File: src/rtl/decode_sequencer.sv
// Top-level sequencer for the image decode flow: UART receive, IDCT (M2), colourspace (M1), display.
// Owns the SRAM/multiplier arbitration and a per-stage watchdog that aborts hung stages.
module decode_sequencer #(
   parameter int RX_TIMEOUT  = 50000000,
   parameter int STAGE_LIMIT = 16777215
) (
   input  logic       CLOCK_50_I,
   input  logic       Resetn,
   input  logic       go,
   input  logic       skip_m2,
   input  logic       uart_wr,
   input  logic       uart_addr_nz,
   input  logic       M2_finish,
   input  logic       M1_finish,
   output logic       UART_rx_initialize,
   output logic       UART_rx_enable,
   output logic       M2_start,
   output logic       M1_start,
   output logic       VGA_enable,
   output logic [1:0] owner,
   output logic       stage_err,
   output logic [2:0] state
);

   localparam int WD_W = $clog2(STAGE_LIMIT + 1);
   localparam logic [25:0]     RX_LAST = 26'(RX_TIMEOUT - 1);
   localparam logic [WD_W-1:0] WD_LAST = WD_W'(STAGE_LIMIT - 1);

   localparam logic [1:0] OWN_VGA  = 2'b00;
   localparam logic [1:0] OWN_UART = 2'b01;
   localparam logic [1:0] OWN_M2   = 2'b10;
   localparam logic [1:0] OWN_M1   = 2'b11;

   typedef enum logic [2:0] {
      S_IDLE    = 3'd0,
      S_RX_EN   = 3'd1,
      S_RX_WAIT = 3'd2,
      S_M2      = 3'd3,
      S_M1      = 3'd4,
      S_DONE    = 3'd5
   } state_t;

   state_t            state_q, state_d;
   logic [25:0]       timer_q, timer_d;
   logic [WD_W-1:0]   wd_q, wd_d;
   logic              skip_q, skip_d;
   logic              err_q, err_d;
   logic              vga_q, vga_d;
   logic [1:0]        owner_q, owner_d;
   logic              init_q, init_d;
   logic              en_q, en_d;
   logic              m2s_q, m2s_d;
   logic              m1s_q, m1s_d;

   always_ff @(posedge CLOCK_50_I or negedge Resetn) begin
      if (!Resetn) begin
         state_q <= S_IDLE;
         timer_q <= '0;
         wd_q    <= '0;
         skip_q  <= 1'b0;
         err_q   <= 1'b0;
         vga_q   <= 1'b1;
         owner_q <= OWN_VGA;
         init_q  <= 1'b0;
         en_q    <= 1'b0;
         m2s_q   <= 1'b0;
         m1s_q   <= 1'b0;
      end else begin
         state_q <= state_d;
         timer_q <= timer_d;
         wd_q    <= wd_d;
         skip_q  <= skip_d;
         err_q   <= err_d;
         vga_q   <= vga_d;
         owner_q <= owner_d;
         init_q  <= init_d;
         en_q    <= en_d;
         m2s_q   <= m2s_d;
         m1s_q   <= m1s_d;
      end
   end

   // Every output is computed one cycle ahead so that it is a flop; pulses default low, levels hold.
   always_comb begin
      state_d = state_q;
      timer_d = timer_q;
      wd_d    = wd_q;
      skip_d  = skip_q;
      err_d   = err_q;
      vga_d   = vga_q;
      owner_d = owner_q;
      init_d  = 1'b0;
      en_d    = 1'b0;
      m2s_d   = m2s_q;
      m1s_d   = m1s_q;

      case (state_q)
         S_IDLE: begin
            if (go) begin
               state_d = S_RX_EN;
               init_d  = 1'b1;
               en_d    = 1'b1;
               vga_d   = 1'b0;
               skip_d  = skip_m2;
               err_d   = 1'b0;
               owner_d = OWN_UART;
            end
         end
         S_RX_EN: begin
            state_d = S_RX_WAIT;
            timer_d = '0;
         end
         S_RX_WAIT: begin
            // A write landing on the timeout cycle keeps reception alive.
            if (uart_wr) begin
               timer_d = '0;
            end else if (timer_q == RX_LAST) begin
               timer_d = '0;
               if (uart_addr_nz) begin
                  init_d = 1'b1;
                  wd_d   = '0;
                  if (skip_q) begin
                     state_d = S_M1;
                     owner_d = OWN_M1;
                  end else begin
                     state_d = S_M2;
                     owner_d = OWN_M2;
                  end
               end
            end else begin
               timer_d = timer_q + 26'd1;
            end
         end
         S_M2: begin
            if (m2s_q && M2_finish) begin
               m2s_d   = 1'b0;
               state_d = S_M1;
               owner_d = OWN_M1;
               wd_d    = '0;
            end else if (wd_q == WD_LAST) begin
               m2s_d   = 1'b0;
               err_d   = 1'b1;
               vga_d   = 1'b1;
               owner_d = OWN_VGA;
               state_d = S_IDLE;
               wd_d    = '0;
            end else begin
               m2s_d = 1'b1;
               wd_d  = wd_q + WD_W'(1);
            end
         end
         S_M1: begin
            if (m1s_q && M1_finish) begin
               m1s_d   = 1'b0;
               vga_d   = 1'b1;
               owner_d = OWN_VGA;
               state_d = S_DONE;
               wd_d    = '0;
            end else if (wd_q == WD_LAST) begin
               m1s_d   = 1'b0;
               err_d   = 1'b1;
               vga_d   = 1'b1;
               owner_d = OWN_VGA;
               state_d = S_IDLE;
               wd_d    = '0;
            end else begin
               m1s_d = 1'b1;
               wd_d  = wd_q + WD_W'(1);
            end
         end
         S_DONE: begin
            state_d = S_IDLE;
         end
         default: begin
            state_d = S_IDLE;
            vga_d   = 1'b1;
            owner_d = OWN_VGA;
            m2s_d   = 1'b0;
            m1s_d   = 1'b0;
         end
      endcase
   end

   assign UART_rx_initialize = init_q;
   assign UART_rx_enable     = en_q;
   assign M2_start           = m2s_q;
   assign M1_start           = m1s_q;
   assign VGA_enable         = vga_q;
   assign owner              = owner_q;
   assign stage_err          = err_q;
   assign state              = state_q;

endmodule
File: config.mk
export PLATFORM = sky130hd
export DESIGN_NAME = decode_sequencer
export DESIGN_NICKNAME = d
export VERILOG_FILES = /design/src/rtl/decode_sequencer.sv
export SDC_FILE = /design/constraint.sdc
export NUM_CORES = 1
export LEC_CHECK = 0
export BUFFER_PORTS_ARGS = -buffer_cell sky130_fd_sc_hd__buf_4
export CAP_MARGIN = 20
export CORE_MARGIN = 2
export CORE_UTILIZATION = 61
export DETAILED_ROUTE_END_ITERATION = 7
export PLACE_DENSITY = 0.88
export SLEW_MARGIN = 10
export SYNTH_ARGS = -nofsm -noshare
export SYNTH_HDL_FRONTEND = slang
export SYNTH_SLANG_ARGS = --single-unit
File: constraint.sdc
create_clock -name CLOCK_50_I -period 2.39 [get_ports CLOCK_50_I]
set_input_delay 0.239 -clock CLOCK_50_I [delete_from_list [all_inputs] [get_ports CLOCK_50_I]]
set_output_delay 0.239 -clock CLOCK_50_I [all_outputs]
set_load 0.05 [all_outputs]
## Word level (Yosys, flattened, before mapping)

Index checks and enable logic that the tools add are counted.

| operators by class | value |
|---|---|
| reduce and logical (&&, ||, !) cells | 16 |
| eq/ne operators | 13 |
| add/subtract/negate cells | 2 |
| bitwise logic cells | 2 |
| muxes and demuxes | 48 |

Operators with widths:

| kind | number |
|---|---|
| 24-bit 2-to-1 mux | 6 |
| 24-bit case mux with 3 select lines | 1 |
| 26-bit 2-to-1 mux | 2 |
| 26-bit case mux with 2 select lines | 1 |
| 26-bit by 1-bit adder with 26-bit output, second input constant | 1 |
| 26-bit == test, second input constant | 1 |
| 24-bit by 1-bit adder with 24-bit output, second input constant | 1 |
| 24-bit == test, second input constant | 1 |
| 3-bit 2-to-1 mux | 8 |
| 1-bit 2-to-1 mux | 16 |
| 3-bit case mux with 5 select lines | 1 |
| 2-bit 2-to-1 mux | 7 |
| 2-bit != test, second input constant | 6 |
| 4-bit AND reduction | 3 |
| 2-bit case mux with 5 select lines | 1 |
| 5-bit OR reduction | 2 |
| 3-bit by 2-bit == test with 1-bit output, second input constant | 2 |
| 3-bit == test, second input constant | 2 |
| 1-bit case mux with 2 select lines | 3 |
| 3-bit nonzero test | 2 |
| 5-bit AND reduction | 1 |
| 1-bit case mux with 4 select lines | 1 |
| 3-bit by 1-bit == test with 1-bit output, second input constant | 1 |
| 3-bit zero test | 1 |
| other kinds (8) | 10 |

| storage, ports and cells | value |
|---|---|
| output and inout bits | 11 |
| bits in registers | 62 |

## Logic depth before layout (Yosys ltp)

| depth | value |
|---|---|
| depth after elaboration | 5 |
| mapped depth | 8 |
| gate-level depth less buffers | 7 |

## Worst setup path before layout

OpenSTA, ideal clock, no wires.

| path | value |
|---|---|
| path kind | register -> register |
| start point | register state_q[1] (netlist: state[1]) |
| end point | register wd_q[15] |
| stages on the path, launching flop included | 8 |
| setup time | 0.124 ns |
| setup slack | 0.024 ns |
| arrival time | 2.242 ns |
| path through | dfrtp_1 > clkinv_1 > nor4b_1 > nand3_2 > and2_1 > buf_2 > buf_6 > a211o_1 |

| on the way | value |
|---|---|
| longest elaborated chain between the ends | 3 |

RTL lines:

| item | RTL line | text |
|---|---|---|
| start: declaration | 43 | `state_t state_q, state_d;` |
| start signal: assignment | 69 | `state_q <= state_d;` |
| 3-bit by 2-bit == test with 1-bit output or 3-bit == test (tied branches) | 97 | `case (state_q)` |
| 2-bit != test (no source line) or 3-bit nonzero test (tied branches) | n/a |  |
| 4-bit AND reduction (no source line) | n/a |  |
| end signal: assignment | 71 | `wd_q <= wd_d;` |
| end: declaration | 45 | `logic [WD_W-1:0] wd_q, wd_d;` |

Parallel ways exist; a longest one is shown, timed or not.
A chain may end at the register's enable or synchronous reset.

## Worst setup path after layout

| path | value |
|---|---|
| start point | register timer_q[1] |
| end point | register owner_q[0] (netlist: owner[0]) |

| on the way | value |
|---|---|
| longest elaborated chain between the ends | 3 |

RTL lines:

| item | RTL line | text |
|---|---|---|
| start: declaration | 44 | `logic [25:0] timer_q, timer_d;` |
| start signal: assignment | 70 | `timer_q <= timer_d;` |
| 26-bit == test | 117 | `end else if (timer_q == RX_LAST) begin` |
| 2-bit != test (no source line) | n/a |  |
| 5-bit AND reduction (no source line) | n/a |  |
| end signal: assignment | 75 | `owner_q <= owner_d;` |
| end: declaration | 49 | `logic [1:0] owner_q, owner_d;` |

Every way passes these cells.

==> flow_metrics.tcl <==
set metrics [dict create \
    status "finished, violations left" \
    violations "hold timing" \
    ir_worst_vdd_v 0.000340 \
    fmaxAchievable_mhz 440 \
    cts.sinks 62 \
    cts_inserted_buffers 9 \
    syn_area_per_cell_um2 8.94 \
    vias_per_cell 6.72 \
    yosysUniqueCellTypes 62 \
    gp_congestion 0.834 \
    synth_warnings 0 \
    core_um2 5920 \
    fin_nets 458 \
    postCtsSetupBuffers 0 \
    clock_latency_ns 0.35 \
    grt_usage 0.283 \
    multiInputGateArea_um2 2040 \
    power_density_nw_per_um2 504 \
    post-route-min-period_ns 2.27 \
    syn_nets 428 \
    crit_chain "ha_1 > nand2_1 > or4_4 > or3_4 > a211o_1 > o211ai_2" \
    path_class "flip-flop to flip-flop" \
    finalCritPeriodShare 0.951 \
    rows 28 \
    syn_inst 417 \
    setup_tns_ns 0 \
    hold_violations 31 \
    p_leak_nw 1.87 \
    drive_above_1_share 0.173 \
    rsz0062_at_grt "no" \
    grt_pass1_wl_mm 14.7 \
    finalClockSkew_ns 0.00925 \
    synth_edf_count 0 \
    drtIter0Drc 321 \
    h-tree-depth 3 \
    hp-class "primary input to asynchronous set/reset pin" \
    wl_mm 9.01 \
    reg2reg_slack_ns 0.12 \
    first_pass_iters 5 \
    end_kind "flip-flop" \
    ys_ff_latch 62 \
    io_buffers 18 \
    drv_cap 0 \
    timing.rr.end "owner[0]$_DFFE_PN0P_" \
    seqCellArea_um2 1550 \
    setup_viol 0 \
    synth-seq-area-share 0.416 \
    die_height_um 82.2 \
    wl_per_cell_um 17.1 \
    setup_slack_ns 0.117 \
    fp.dieW_um 82.2 \
    drc_errors 0 \
    antennaDiodeCount 0 \
    async_flop_share 1.00 \
    critPathLaunchType "flip-flop" \
    worst_pin_slew_ns 0.791 \
    dieArea_um2 6750 \
    ant_nets 0 \
    grt_max_degree 63 \
    dp_hpwl_mm 6.12 \
    arrival_ns 2.54 \
    first_global_vias 3316 \
    slowest_stage "or4_4" \
    relSlewSlack 0.473 \
    clkSlewWorstSetupHoldPaths_ns 0.07 \
    start_util 0.630 \
    dpl_worst_slack_ns 0.0915 \
    cts_buffer_depth 2 \
    regToRegStartpoint "timer_q[1]$_DFFE_PN0P_" \
    antenna_found_initial 0 \
    crit_required_ns 2.65 \
    syn_to_final_growth_pct 14.2 \
    maxSlewViolCount 0 \
    crit_path_max_incr_delay_ns 0.54 \
    overflow 0 \
    whs_ns -0.0248 \
    fillers 402 \
    worst-path-max-fanout 6 \
    cts_root_buffer "clkbuf_8" \
    vias 3541 \
    mappedNetlistArea_um2 3730 \
    reg2regPathDepth 6 \
    synth_flop_cell "dfrtp_1" \
    cts_tree "built" \
    io-pin-count 19 \
]
[logic make-up (layout without fill, tap and decap cells)]
family                     count (synthesis)  after routing  synth area share
AOI/OAI and AO/OA                        107            107             0.195
and+or+nand+nor                          194            194             0.298
muxes                                     10             10            0.0272
adders and majority gates                  3              3            0.0101
DFF                                       62             62             0.416
buffers and inverters                     36             71            0.0416
xor gates and xnor gates                   5              5            0.0117
[per-stage QoR]
stage	total power [mW]	cell area, µm²	std cells	util
2_1_floorplan	1.11	3730	417	-
3_3_place_gp	1.15	4030	511	0.680
3_5_place_dp	1.15	4030	511	0.680
4_1_cts	2.16	4240	527	0.717
5_1_grt	2.22	4260	527	0.719
6_report	2.14	4260	527	0.719
[worst max-delay path, delay by kind of cell (launching register included)]
kind,cells,cell delay (ns)
AO/OA/AOI/OAI,2,0.34
flip-flops,1,0.43
AND/OR/NAND/NOR,3,1.13
adder cells (fa/ha/maj),1,0.29
[synth_stat cells (all sizes together) (2+ instances only)]
cell	number	area (µm²)
a211o	11	96.3
a21o	8	61.3
a21oi	30	150
a22o	7	61.3
a2bb2oi	2	17.5
a31oi	14	87.6
a41oi	5	43.8
and2	8	51.3
and3	11	70.1
and4	6	52.6
buf	12	65.1
clkbuf	9	33.8
dfrtp	61	1530
ha	3	37.5
inv	14	52.6
mux2i	9	90.1
nand2	43	161
nand2b	7	43.8
nand3	28	145
nand3b	2	15.0
nand4	25	171
nor2	16	60.1
nor2b	3	18.8
nor3	15	75.1
nor3b	2	15.0
nor4	12	113
nor4b	2	17.5
o211ai	2	20.0
o21ai	13	65.1
o21bai	2	15.0
o2bb2ai	2	17.5
o31ai	2	15.0
or2	4	25.0
or3	6	42.5
or4	3	26.3
xnor2	2	17.5
xor2	3	26.3
[routing by layer]
| layer | GRT usage | vias up | wire [µm] |
|---|---|---|---|
| li1 | - | 1638 | - |
| met1 | 0.363 | 1731 | 3780 |
| met2 | 0.452 | 146 | 4420 |
| met3 | 0.0478 | 26 | 567 |
| met4 | 0.165 | 0 | 246 |
| met5 | 0 | - | 0 |
[report_power, final]
| part | switching [mW] | internal [mW] |
|---|---|---|
| registers | 0.00578 | 1.05 |
| clock network | 0.396 | 0.613 |
| logic | 0.0492 | 0.0258 |
[how the worst max path moves through the flow]
stage | startpoint | endpoint | slack [ns] | cells after the start
CTS | timer_q[1]$_DFFE_PN0P_ | wd_q[12]$_DFFE_PN0P_ | 0.08 | 6
detailed placement | timer_q[1]$_DFFE_PN0P_ | wd_q[12]$_DFFE_PN0P_ | 0.09 | 6
finish | timer_q[1]$_DFFE_PN0P_ | owner[0]$_DFFE_PN0P_ | 0.12 | 6
global placement | timer_q[1]$_DFFE_PN0P_ | wd_q[12]$_DFFE_PN0P_ | 0.19 | 6
floorplan | state[1]$_DFFE_PN0P_ | wd_q[15]$_DFFE_PN0P_ | 0.02 | 7
global route | timer_q[1]$_DFFE_PN0P_ | wd_q[12]$_DFFE_PN0P_ | 0.02 | 6
[cells in the final DEF, fill, tap and decap left out, types with 3 or more instances in the layout]
| cell type | count |
|---|---|
| nor2b_1 | 3 |
| and2_1 | 6 |
| dfrtp_1 | 61 |
| nor4_2 | 5 |
| buf_4 | 40 |
| o21ai_0 | 13 |
| nand2b_1 | 7 |
| ha_1 | 3 |
| and4_1 | 6 |
| mux2i_1 | 9 |
| inv_1 | 14 |
| a21oi_1 | 29 |
| clkbuf_8 | 10 |
| a41oi_1 | 5 |
| a211o_1 | 11 |
| nor4_1 | 6 |
| nor2_1 | 16 |
| nand4_1 | 24 |
| a21o_1 | 7 |
| nand2_1 | 43 |
| a22o_1 | 7 |
| xor2_1 | 3 |
| or3_1 | 5 |
| nor3_1 | 14 |
| or2_2 | 4 |
| nand3_1 | 27 |
| a31oi_1 | 14 |
| and3_1 | 10 |
[sequential cells by signal, summed over array words and instances, names as in the netlist]
signal and count:
M1_start 1, M2_start 1, UART_rx_enable 1, UART_rx_initialize 1
VGA_enable 1, owner 2, skip_q 1, stage_err 1
state 3, timer_q 26, wd_q 24
[timing repair]
item                                    4_1_cts  5_1_grt
endpoints found under the setup margin        0        7
hold buffers                                  0        0
resized for setup                             0        2
[cell type report]
class                   count  area share
multi-input cells         319       0.479
flip-flops and latches     62       0.365
repair buffers             40      0.0705
clock buffers              12      0.0341
well taps                  75      0.0220
clock inverters             4      0.0165
inverters                  15      0.0132
Power figures use the tool's default switching activity.
